==> config.mk <==
export PLATFORM = sky130hd
export DESIGN_NAME = seq_match_ctrl
export DESIGN_NICKNAME = d
export VERILOG_FILES = /design/src/rtl/seq_match_ctrl.sv
export SDC_FILE = /design/constraint.sdc
export NUM_CORES = 1
export LEC_CHECK = 0
export BUFFER_PORTS_ARGS = -buffer_cell sky130_fd_sc_hd__buf_2
export CAP_MARGIN = 20
export CORE_MARGIN = 2
export CORE_UTILIZATION = 45
export DETAILED_ROUTE_END_ITERATION = 12
export GPL_ROUTABILITY_DRIVEN = 0
export PLACE_DENSITY = 0.66
export SETUP_SLACK_MARGIN = 0.3
export SLEW_MARGIN = 30
export SYNTH_ARGS = -nofsm -noshare
export SYNTH_HDL_FRONTEND = slang
export SYNTH_SLANG_ARGS = --single-unit
==> constraint.sdc <==
create_clock -name clk -period 7.8 [get_ports clk]
set_input_delay 0 -clock clk [delete_from_list [all_inputs] [get_ports clk]]
set_output_delay 0 -clock clk [all_outputs]
set_load 0.02 [all_outputs]
==> src/rtl/seq_match_ctrl.sv <==
// Run controller for serial pattern detection with bit-budget / match-limit termination.
// Optional build macro SEQ_CTRL_NONOVERLAP_EN selects non-overlapping match detection.
module seq_match_ctrl #(
  parameter int PAT_W = 8,
  parameter int CNT_W = 8,
  parameter int BIT_W = 16
) (
  input  logic             clk,
  input  logic             reset,
  input  logic             cfg_we,
  input  logic [PAT_W-1:0] cfg_pattern,
  input  logic [3:0]       cfg_len,
  input  logic [BIT_W-1:0] cfg_max_bits,
  input  logic [CNT_W-1:0] cfg_match_limit,
  input  logic             start,
  input  logic             abort,
  input  logic             x,
  input  logic             x_valid,
  output logic             busy,
  output logic             match,
  output logic             done,
  output logic [1:0]       end_cause,
  output logic [CNT_W-1:0] match_count,
  output logic [BIT_W-1:0] bits_seen
);

  localparam int RL_W = 5;
  localparam logic [RL_W-1:0] RL_MAX = RL_W'(PAT_W);

  localparam logic [1:0] CAUSE_NONE   = 2'b00;
  localparam logic [1:0] CAUSE_BUDGET = 2'b01;
  localparam logic [1:0] CAUSE_LIMIT  = 2'b10;

  typedef enum logic [1:0] {IDLE, RUN, DONE} state_t;

  state_t state, state_n;

  logic [PAT_W-1:0] pat_q;
  logic [RL_W-1:0]  len_q;
  logic [BIT_W-1:0] max_bits_q;
  logic [CNT_W-1:0] limit_q;

  logic [PAT_W-1:0] hist_q;
  logic [RL_W-1:0]  rl_q;

  logic [PAT_W-1:0] hist_upd;
  logic [RL_W-1:0]  rl_inc;
  logic [RL_W-1:0]  rl_nxt;
  logic [CNT_W-1:0] mc_upd;
  logic [BIT_W-1:0] bs_upd;
  logic             accept;
  logic             hit;
  logic             lim_hit;
  logic             bud_hit;

  // Length 0 behaves as 1; anything beyond the history width is capped.
  function automatic logic [RL_W-1:0] clamp_len(input logic [3:0] l);
    if (l == 4'd0)
      return RL_W'(1);
    else if (int'(l) > PAT_W)
      return RL_MAX;
    else
      return RL_W'(l);
  endfunction

  function automatic logic [PAT_W-1:0] len_mask(input logic [RL_W-1:0] l);
    logic [PAT_W-1:0] m;
    m = '0;
    for (int i = 0; i < PAT_W; i++)
      if (i < int'(l)) m[i] = 1'b1;
    return m;
  endfunction

  function automatic logic [CNT_W-1:0] sat_inc_cnt(input logic [CNT_W-1:0] v);
    if (&v)
      return v;
    else
      return v + 1'b1;
  endfunction

  function automatic logic [BIT_W-1:0] sat_inc_bits(input logic [BIT_W-1:0] v);
    if (&v)
      return v;
    else
      return v + 1'b1;
  endfunction

  // Next-state and per-bit evaluation
  always_comb begin
    hist_upd = {hist_q[PAT_W-2:0], x};
    rl_inc   = (rl_q == RL_MAX) ? rl_q : rl_q + 1'b1;
    hit      = (((hist_upd ^ pat_q) & len_mask(len_q)) == '0) && (rl_inc >= len_q);
    mc_upd   = hit ? sat_inc_cnt(match_count) : match_count;
    bs_upd   = sat_inc_bits(bits_seen);
    accept   = (state == RUN) && x_valid && !abort;
    lim_hit  = (limit_q != '0) && (mc_upd == limit_q);
    bud_hit  = (max_bits_q != '0) && (bs_upd == max_bits_q);
`ifdef SEQ_CTRL_NONOVERLAP_EN
    rl_nxt   = hit ? '0 : rl_inc;
`else
    rl_nxt   = rl_inc;
`endif
    state_n  = state;
    case (state)
      IDLE:    if (start && !abort) state_n = RUN;
      RUN: begin
        if (abort)
          state_n = IDLE;
        else if (accept && (lim_hit || bud_hit))
          state_n = DONE;
      end
      DONE:    state_n = IDLE;
      default: state_n = IDLE;
    endcase
  end

  always_ff @(posedge clk) begin
    if (reset)
      state <= IDLE;
    else
      state <= state_n;
  end

  // Shadow configuration, run datapath and registered outputs
  always_ff @(posedge clk) begin
    if (reset) begin
      pat_q       <= '0;
      len_q       <= RL_W'(1);
      max_bits_q  <= '0;
      limit_q     <= '0;
      hist_q      <= '0;
      rl_q        <= '0;
      busy        <= 1'b0;
      match       <= 1'b0;
      done        <= 1'b0;
      end_cause   <= CAUSE_NONE;
      match_count <= '0;
      bits_seen   <= '0;
    end else begin
      match <= 1'b0;
      busy  <= (state_n == RUN);
      done  <= (state_n == DONE);
      if (cfg_we && (state != RUN)) begin
        pat_q      <= cfg_pattern;
        len_q      <= clamp_len(cfg_len);
        max_bits_q <= cfg_max_bits;
        limit_q    <= cfg_match_limit;
      end
      case (state)
        IDLE: begin
          if (start && !abort) begin
            hist_q      <= '0;
            rl_q        <= '0;
            match_count <= '0;
            bits_seen   <= '0;
            end_cause   <= CAUSE_NONE;
          end
        end
        RUN: begin
          if (abort) begin
            end_cause <= CAUSE_NONE;
          end else if (accept) begin
            hist_q      <= hist_upd;
            rl_q        <= rl_nxt;
            match_count <= mc_upd;
            bits_seen   <= bs_upd;
            match       <= hit;
            if (lim_hit)
              end_cause <= CAUSE_LIMIT;
            else if (bud_hit)
              end_cause <= CAUSE_BUDGET;
          end
        end
        DONE: begin
          if (abort) end_cause <= CAUSE_NONE;
        end
        default: ;
      endcase
    end
  end

endmodule

==> results of run 1 <==
## where the power goes
part / switching, mW / total (mW) / internal (mW)
registers: 0.0154 / 0.432 / 0.416
logic: 0.0740 / 0.131 / 0.0567
clock network: 0.171 / 0.326 / 0.155
## critical path: stages (launching register included)
cell and delay [ps]:
dfxtp_1 350, inv_1 100, ha_1 140, nor4bb_1 440, xnor2_1 170, ha_1 300
nand2b_1 100, a211oi_1 60, o211ai_1 390, nand3_1 270, nor2b_1 360, nand2_1 110
o31a_1 300, nor3_1 340, o21ba_2 200
## cell usage after synthesis, types with 6 or more instances
| cell | instances | area [um^2] |
|---|---|---|
| nand4_1 | 13 | 81.3 |
| nor3_1 | 20 | 100 |
| a31oi_1 | 6 | 37.5 |
| nor2_1 | 48 | 180 |
| xnor2_1 | 29 | 254 |
| nand3_1 | 14 | 70.1 |
| inv_1 | 10 | 37.5 |
| a22oi_1 | 15 | 113 |
| a21oi_1 | 69 | 345 |
| dfxtp_1 | 79 | 1580 |
| nand2_1 | 95 | 357 |
| xor2_1 | 12 | 105 |
| clkbuf_1 | 30 | 113 |
| nor4_1 | 14 | 87.6 |
| ha_1 | 8 | 100 |
| o21ai_0 | 20 | 100 |
| mux2i_1 | 6 | 60.1 |
## timing repair
| item | 4_1_cts | 5_1_grt |
|---|---|---|
| hold buffers | 37 | 0 |
| buffers inserted | 0 | 0 |
| hold endpoints to repair | 37 | 0 |
## area by class of cell
type                       instances  area [um^2]
fill                             920         3950
multi-input combinational        444         2590
sequential                        79         1580
timing repair buffer             112          756
tap                              129          161
clock buffer                       9          124
clock inverter                     7         82.6
inverter                          10         37.5
## stage by stage
stage | cells | area, um^2 | utilization | hold slack [ps] | setup slack [ps]
global placement | 737 | 4750 | 0.512 | 234 | 4360
floorplan | 566 | 4340 | - | 112 | 4680
detailed placement | 737 | 4760 | 0.512 | 238 | 4200
CTS | 790 | 5330 | 0.575 | 3.69 | 4170
global route | 790 | 5330 | 0.575 | 42.8 | 3640
finish | 790 | 5330 | 0.575 | 24.2 | 4110
## cell families (layout without fill, tap and decap cells)
kind of cell,count (synthesis),count (layout),share of synthesized area
xor+xnor,41,41,0.0827
mux,6,6,0.0138
flops,79,79,0.364
compound gates,148,148,0.210
fa+ha+maj,8,8,0.0231
buf+inv,43,138,0.0395
simple gates,241,241,0.266
## path summary, 6_finish.rpt
path / startpoint / end / slack, ps / cells past startpoint
worst max register to register: rl_q[0] / done / 4110 / 14
worst max-delay path: rl_q[0] / done / 4110 / 14
worst min register to register: pat_q[1] / pat_q[1] / 480 / 2
worst min-delay path: abort / busy / 20 / 4
## flip-flops by register name (all words and copies together), names as in the netlist
| name | cells |
|---|---|
| state | 2 |
| len_q | 4 |
| rl_q | 5 |
| pat_q | 8 |
| hist_q | 7 |
| max_bits_q | 16 |
| busy | 1 |
| done | 1 |
| match_count | 8 |
| bits_seen | 16 |
| match | 1 |
| limit_q | 8 |
| end_cause | 2 |
## per-layer routing
metal	global-route usage	routed length, um	up-vias
li1	-	-	2201
met1	0.327	5630	2019
met3	0.0451	677	18
met2	0.365	5190	137
met5	0	0	-
met4	0.0964	249	0
==> impl_metrics.yaml, run 1 <==
logic_synthesis:
  synth_cell_type_count: 59
  syn_inst: 566
  ys_warn_count: 0
  syn_area_um2: 4340
  synthesis.nets: 617
  synth_seq_cells: 79
  seq_area_frac_synth: 0.364
  synthArstFlopShare: 0
  synth_flop_cell: "dfxtp_1"
  synth_area_per_cell_um2: 7.67
  synth-edff-count: 0
routing:
  vias_per_cell: 5.54
  first_pass_iters: 4
  wl_per_cell_um: 14.9
  vias: 4375
  drc_errors: 0
  ant_nets: 0
  first_iter_violations: 270
  wl_um: 11700
final_layout:
  area_delta_synth_final_pct: 22.9
  final_cell_mix: "nand2_1 (94), dfxtp_1 (79), buf_2 (71)"
  antenna_cells: 0
  final_nets: 707
  drive_gt1_frac: 0.153
  layout_commonest_cell: "nand2_1"
cts:
  clkLatencyLatePin_ps: 360
  htreeDepth: 3
  cts_root_buf: "clkbuf_8"
  cts_tree: "done"
  cts-root-to-sink-buffers: 2
  cts_sinks: 79
  ctsResizeCount: 0
  cts_buffers: 9
  path_clk_slew_ps: 90
floorplan:
  rows: 35
  fp.dieH_um: 102
  start_util: 0.468
  dieArea_um2: 10500
  core_area_um2: 9280
  io_pins: 72
  die_width_um: 102
worst_hold_path:
  holdCritPathClass: "in2reg"
setup_path:
  arrival_ps: 4000
  critPathRequiredTime_ps: 8110
  cp_max_fo: 5
  start_kind: "flip-flop"
  worst_setup_path_end_kind: "flip-flop"
  worst-setup-path-type: "reg2reg"
sta:
  rsz0062_at_grt: "no"
  slew_violations: 0
  tightest_slew_ps: 969
  fmax_mhz: 271
  max_slew_margin: 0.345
  finalCritPeriodShare: 0.473
  tns_ps: 0
  final_hold_viol_count: 0
  clock_skew_ps: 12.3
  fin_crit_ps: 3690
  setup_viol_count_final: 0
power:
  ir_worst_vdd_mv: 0.105
  p_total_uw: 888
  leakagePower_nw: 2.03
  power_density_nw_per_um2: 166
grt:
  grtUsageTotal: 0.237
  grt_first_pass_wirelength_um: 19300
  grt_max_degree: 78
  antenna_found_initial: 0
  grt_pass1_vias: 4006
  overflow: 0
status:
  status: "finished clean"
flow_run:
  maxCapViolations: 0
place:
  dp_hpwl_um: 8180
  port_buffers: 71
No activity file was read; power rests on OpenSTA's default activity.
==> run 2, diff against run 1 <==
Settings changed: ABC_AREA from default to 1.
Clock period 7.8 ns to 3.7 ns, I/O delays scaled along.
==> impl_metrics.yaml, run 2 <==
status:
  status: "finished clean"
logic_synthesis:
  synth_seq_cells: 79
  synth.top_cells.by_count: "nand2_1 (208), dfxtp_1 (79), inv_1 (72)"
  synthesis.nets: 745
  synth-edff-count: 0
  yosysMostFrequentCell: "nand2_1"
  yosys-top-cells-area: "dfxtp_1 (35%), nand2_1 (17%), a21oi_1 (7.4%)"
  syn_area_um2: 4490
  yosysTopAreaCell: "dfxtp_1"
  synth_area_per_cell_um2: 6.47
  ys_warn_count: 0
  syn_inst: 694
  synth_flop_cell: "dfxtp_1"
  seq_area_frac_synth: 0.352
  netlist.area_leader.share: 0.352
  synth_cell_type_count: 31
  synthArstFlopShare: 0
worst_hold_path:
  holdCritPathClass: "in2reg"
  min_to: "match"
  min-delay-start: "x_valid"
  hold_depth: 3
cts:
  postCtsSetupRepairBufs: 0
  cts-root-to-sink-buffers: 2
  htreeDepth: 3
  cts_buffers: 9
  path_clk_slew_ps: 80
  clkLatencyLatePin_ps: 370
  cts_tree: "done"
  cts_sinks: 79
  cts_root_buf: "clkbuf_8"
grt:
  grt_max_degree: 52
  antenna_found_initial: 0
  grt_first_pass_wirelength_um: 19900
  grtUsageTotal: 0.227
  grt_pass1_vias: 4229
  overflow: 0
setup_path:
  start_kind: "flip-flop"
  cp_max_fo: 11
  cp_common_cell: "nand2_1"
  critPathRequiredTime_ps: 3930
  worst-setup-path-type: "reg2reg"
  r2r_start: "rl_q[0]"
  cp_slowest_stage_delay_ps: 390
  arrival_ps: 3200
  r2r-end: "busy"
  worst_setup_path_end_kind: "flip-flop"
  reg2reg_slack_ps: 730
  crit_slowest_cell: "dfxtp_1"
  r2r_cells: 25
final_layout:
  fill_cells: 961
  drive_gt1_frac: 0.163
  antenna_cells: 0
  final_nets: 846
  area_delta_synth_final_pct: 23.3
  layout_commonest_cell: "nand2_1"
  final_cell_mix: "nand2_1 (207), dfxtp_1 (79), inv_1 (71), buf_2 (71), a21oi_1 (66)"
  fin_area_um2: 5530
  stdcell_count: 933
  top_regs: "bits_seen (16), max_bits_q (16)"
sta:
  tightest_slew_ps: 892
  setup_viol_count_final: 0
  clock_skew_ps: 11.5
  final_hold_viol_count: 0
  slew_violations: 0
  holdWs_ps: 18.6
  tns_ps: 0
  fin_crit_ps: 2970
  fmax_mhz: 337
  rsz0062_at_grt: "no"
  finalCritPeriodShare: 0.802
  max_slew_margin: 0.404
floorplan:
  dieArea_um2: 10800
  rows: 36
  io_pins: 72
  core_area_um2: 9730
  fp.dieH_um: 104
  start_util: 0.461
  die_width_um: 104
power:
  ir_worst_vdd_mv: 0.182
  power_density_nw_per_um2: 347
  leakagePower_nw: 2.47
routing:
  first_iter_violations: 214
  wl_um: 11900
  vias_per_cell: 5.02
  vias: 4682
  first_pass_iters: 5
  drc_errors: 0
  wl_per_cell_um: 12.8
  ant_nets: 0
flow_run:
  maxCapViolations: 0
place:
  port_buffers: 71
  dp_hpwl_um: 8240
  place_area_um2: 4940
  place_inst: 878
==> run 2: cell count changes in the layout (fill, tap and decap cells not counted), moves of 15 or more <==
cell | previous run | this run
a22oi_1 | 15 | 0
xnor2_1 | 29 | 4
o21ai_0 | 20 | 36
nor3_1 | 20 | 4
nand2_1 | 94 | 207
nand3_1 | 14 | 55
inv_1 | 10 | 71
==> run 2: cells by family (layout without fill, tap and decap cells) <==
logic type / after synthesis / in the layout / synth area share
flip-flops: 79 / 79 / 0.352
adder cells (fa/ha/maj): 8 / 8 / 0.0223
AND/OR/NAND/NOR: 372 / 372 / 0.365
buffers and inverters: 101 / 207 / 0.0878
XOR/XNOR: 21 / 21 / 0.0410
AO/OA/AOI/OAI: 113 / 113 / 0.132
==> run 2: area by class of cell <==
class                           count  area [um^2]  share of cell area
Multi-Input combinational cell    514         2530               0.457
Sequential cell                    79         1580               0.286
Timing Repair Buffer              112          761               0.137
Inverter                           79          297              0.0536
Tap cell                          133          166              0.0301
Clock buffer                       11          141              0.0255
Clock inverter                      5         57.6              0.0104
==> run 2: where the power goes <==
group	total, mW	switching [mW]	internal, mW
clock	0.660	0.331	0.329
sequential	0.913	0.0282	0.885
combinational	0.345	0.210	0.135
==> run 2: layer usage <==
layer / up-vias / share of wire / GRT usage
li1: 2434 / - / -
met1: 2102 / 0.48 / 0.309
met2: 130 / 0.44 / 0.363
met3: 16 / 0.057 / 0.0376
met4: 0 / 0.017 / 0.0792
met5: - / 0 / 0
==> run 2: worst max path at each step <==
stage,startpoint,to,slack [ps],cells after the start
2_1_floorplan,rl_q[0],busy,1090,26
3_3_place_gp,rl_q[0],busy,840,26
3_5_place_dp,rl_q[0],busy,700,25
4_1_cts,rl_q[0],busy,650,25
5_1_grt,rl_q[0],busy,380,25
6_report,rl_q[0],busy,730,25
==> run 2: critical path: cells and delay by family, from the launching register on <==
family	cells	cell delay, ps
buf+inv	3	180
fa+ha+maj	2	460
simple gates	18	1430
compound gates	1	180
flops	1	390
xor+xnor	1	190
==> run 2: stage by stage <==
stage / utilization / setup slack, ps / total power, mW
2_1_floorplan: - / 1090 / 1.16
3_3_place_gp: 0.507 / 842 / 1.23
3_5_place_dp: 0.507 / 700 / 1.24
4_1_cts: 0.568 / 648 / 1.92
5_1_grt: 0.569 / 380 / 2.02
6_report: 0.569 / 731 / 1.92
==> run 2: what timing repair did <==
item / 4_1_cts / 5_1_grt
endpoints found under the hold margin: 37 / 0
gates resized for setup: 0 / 1
endpoints found under the setup margin: 0 / 2
hold buffers: 39 / 0
==> run 3, diff against run 2 <==
Settings changed: PLACE_DENSITY 0.66 to 0.68.
Clock period 3.7 ns to 2.7 ns, I/O delays scaled along.
==> impl_metrics.yaml, run 3 (synthesized netlist as in run 2, its figures left out) <==
status:
  status: "finished, violations left"
  violations: "negative setup slack"
setup_path:
  arrival_ps: 3040
  worst_setup_path_end_kind: "flip-flop"
  critPathRequiredTime_ps: 2910
  start_kind: "flip-flop"
  worst-setup-path-type: "reg2reg"
  r2r_cells: 24
  reg2reg_slack_ps: -120
  r2r_start: "rl_q[0]"
  cp_max_fo: 5
  r2r-end: "end_cause[1]"
sta:
  max_slew_margin: 0.439
  fin_crit_ps: 2820
  clock_skew_ps: 9.96
  fmax_mhz: 354
  tightest_slew_ps: 837
  holdWs_ps: 46.4
  final_hold_viol_count: 0
  tns_ps: -566
  finalCritPeriodShare: 1.05
  rsz0062_at_grt: "yes"
  finalWorstSetupSlack_ps: -123
  setup_viol_count_final: 6
  slew_violations: 0
final_layout:
  layout_commonest_cell: "nand2_1"
  final_util: 0.606
  top_regs: "bits_seen (16), max_bits_q (16)"
  final_cell_mix: "nand2_1 (198), dfxtp_1 (77), buf_2 (71)"
  final_nets: 871
  fin_area_um2: 5900
  drive_gt1_frac: 0.215
  ff_latch_area_um2: 1580
  antenna_cells: 0
  fill_cells: 914
  multi_input_area_um2: 2640
  area_delta_synth_final_pct: 31.4
power:
  leakagePower_nw: 2.65
  ir_worst_vdd_mv: 0.267
  p_total_mw: 2.81
  power_density_nw_per_um2: 477
cts:
  htreeDepth: 3
  path_clk_slew_ps: 80
  cts_root_buf: "clkbuf_8"
  cts_tree: "done"
  cts_sinks: 79
  clkLatencyLatePin_ps: 350
  cts_buffers: 9
  cts-root-to-sink-buffers: 2
floorplan:
  core_area_um2: 9730
  fp.dieH_um: 104
  rows: 36
  die_width_um: 104
  dieArea_um2: 10800
  io_pins: 72
  start_util: 0.461
routing:
  wl_um: 12800
  drc_errors: 0
  vias: 4893
  wl_per_cell_um: 13.3
  first_pass_iters: 5
  vias_per_cell: 5.11
  first_iter_violations: 278
  ant_nets: 0
place:
  place_area_um2: 5110
  dp_hpwl_um: 8810
  port_buffers: 71
flow_run:
  maxCapViolations: 0
grt:
  grt_first_pass_wirelength_um: 21200
  grt_max_degree: 46
  antenna_found_initial: 0
  grtUsageTotal: 0.237
  grt_pass1_vias: 4616
  overflow: 0
worst_hold_path:
  min_to: "match"
  hold_depth: 3
  holdCritPathClass: "in2reg"
  min-delay-start: "x_valid"
-- run 3: cell types whose count changed in the layout (fill, tap and decap cells not counted), sizes merged --
cell      previous run  this run
inv                 79        78
buf                 73        98
clkinv               1         3
clkinvlp             3         0
clkbuf              11        13
-- run 3: worst max path at each step --
stage	start	end	cells after the start
floorplan	rl_q[0]	busy	26
global placement	rl_q[1]	end_cause[1]	26
detailed placement	rl_q[0]	busy	25
CTS	rl_q[0]	end_cause[1]	26
global route	rl_q[0]	busy	25
finish	rl_q[0]	end_cause[1]	24
-- run 3: per-layer routing --
| metal | global-route usage | share of wire | vias to the layer above |
|---|---|---|---|
| li1 | - | - | 2488 |
| met3 | 0.0301 | 0.050 | 22 |
| met2 | 0.397 | 0.48 | 147 |
| met5 | 0 | 0 | - |
| met4 | 0.0782 | 0.015 | 0 |
| met1 | 0.317 | 0.45 | 2236 |
-- run 3: power breakdown --
group          total [mW]  internal [mW]  switching (mW)
Combinational       0.628          0.280           0.348
Sequential           1.25           1.21          0.0377
Clock               0.932          0.501           0.431
Total                2.81           1.99           0.816
-- run 3: worst max-delay path, stage by stage (launching register included) --
cell and delay, ps:
dfxtp_2 330, inv_2 70, ha_4 140, nand3_4 80, xor2_2 160, ha_1 270, inv_1 30, nand2_1 50
nand2_1 40, nand2_1 50, nand2_1 40, nand2_1 60, nand2_2 60, nand2_4 70, nand3_4 120, buf_12 180
o211ai_1 200, nand2_1 90, nor2_2 140, nand3_2 110, buf_6 130, nand3_2 50, nand2_2 60, nand2_1 70
a21oi_1 60
-- run 3: final cells by class --
class	instances	area share
multi-input combinational	514	0.448
sequential	79	0.269
tap	133	0.0282
clock buffer	13	0.0286
clock inverter	3	0.00679
timing repair buffer	137	0.170
inverter	79	0.0503
-- run 3: timing repair --
item                       4_1_cts  5_1_grt
hold buffers                    39        0
pin swaps                       15        5
resized for setup               10       11
setup buffers                    8        2
setup endpoints to repair        6        7
gates cloned                     1        0
hold endpoints to repair        37        0
-- run 3: stage by stage --
| step | instances | setup WS, ps |
|---|---|---|
| floorplan | 694 | 123 |
| global placement | 892 | 12.2 |
| detailed placement | 892 | -135 |
| CTS | 956 | -81.7 |
| global route | 958 | -315 |
| finish | 958 | -123 |
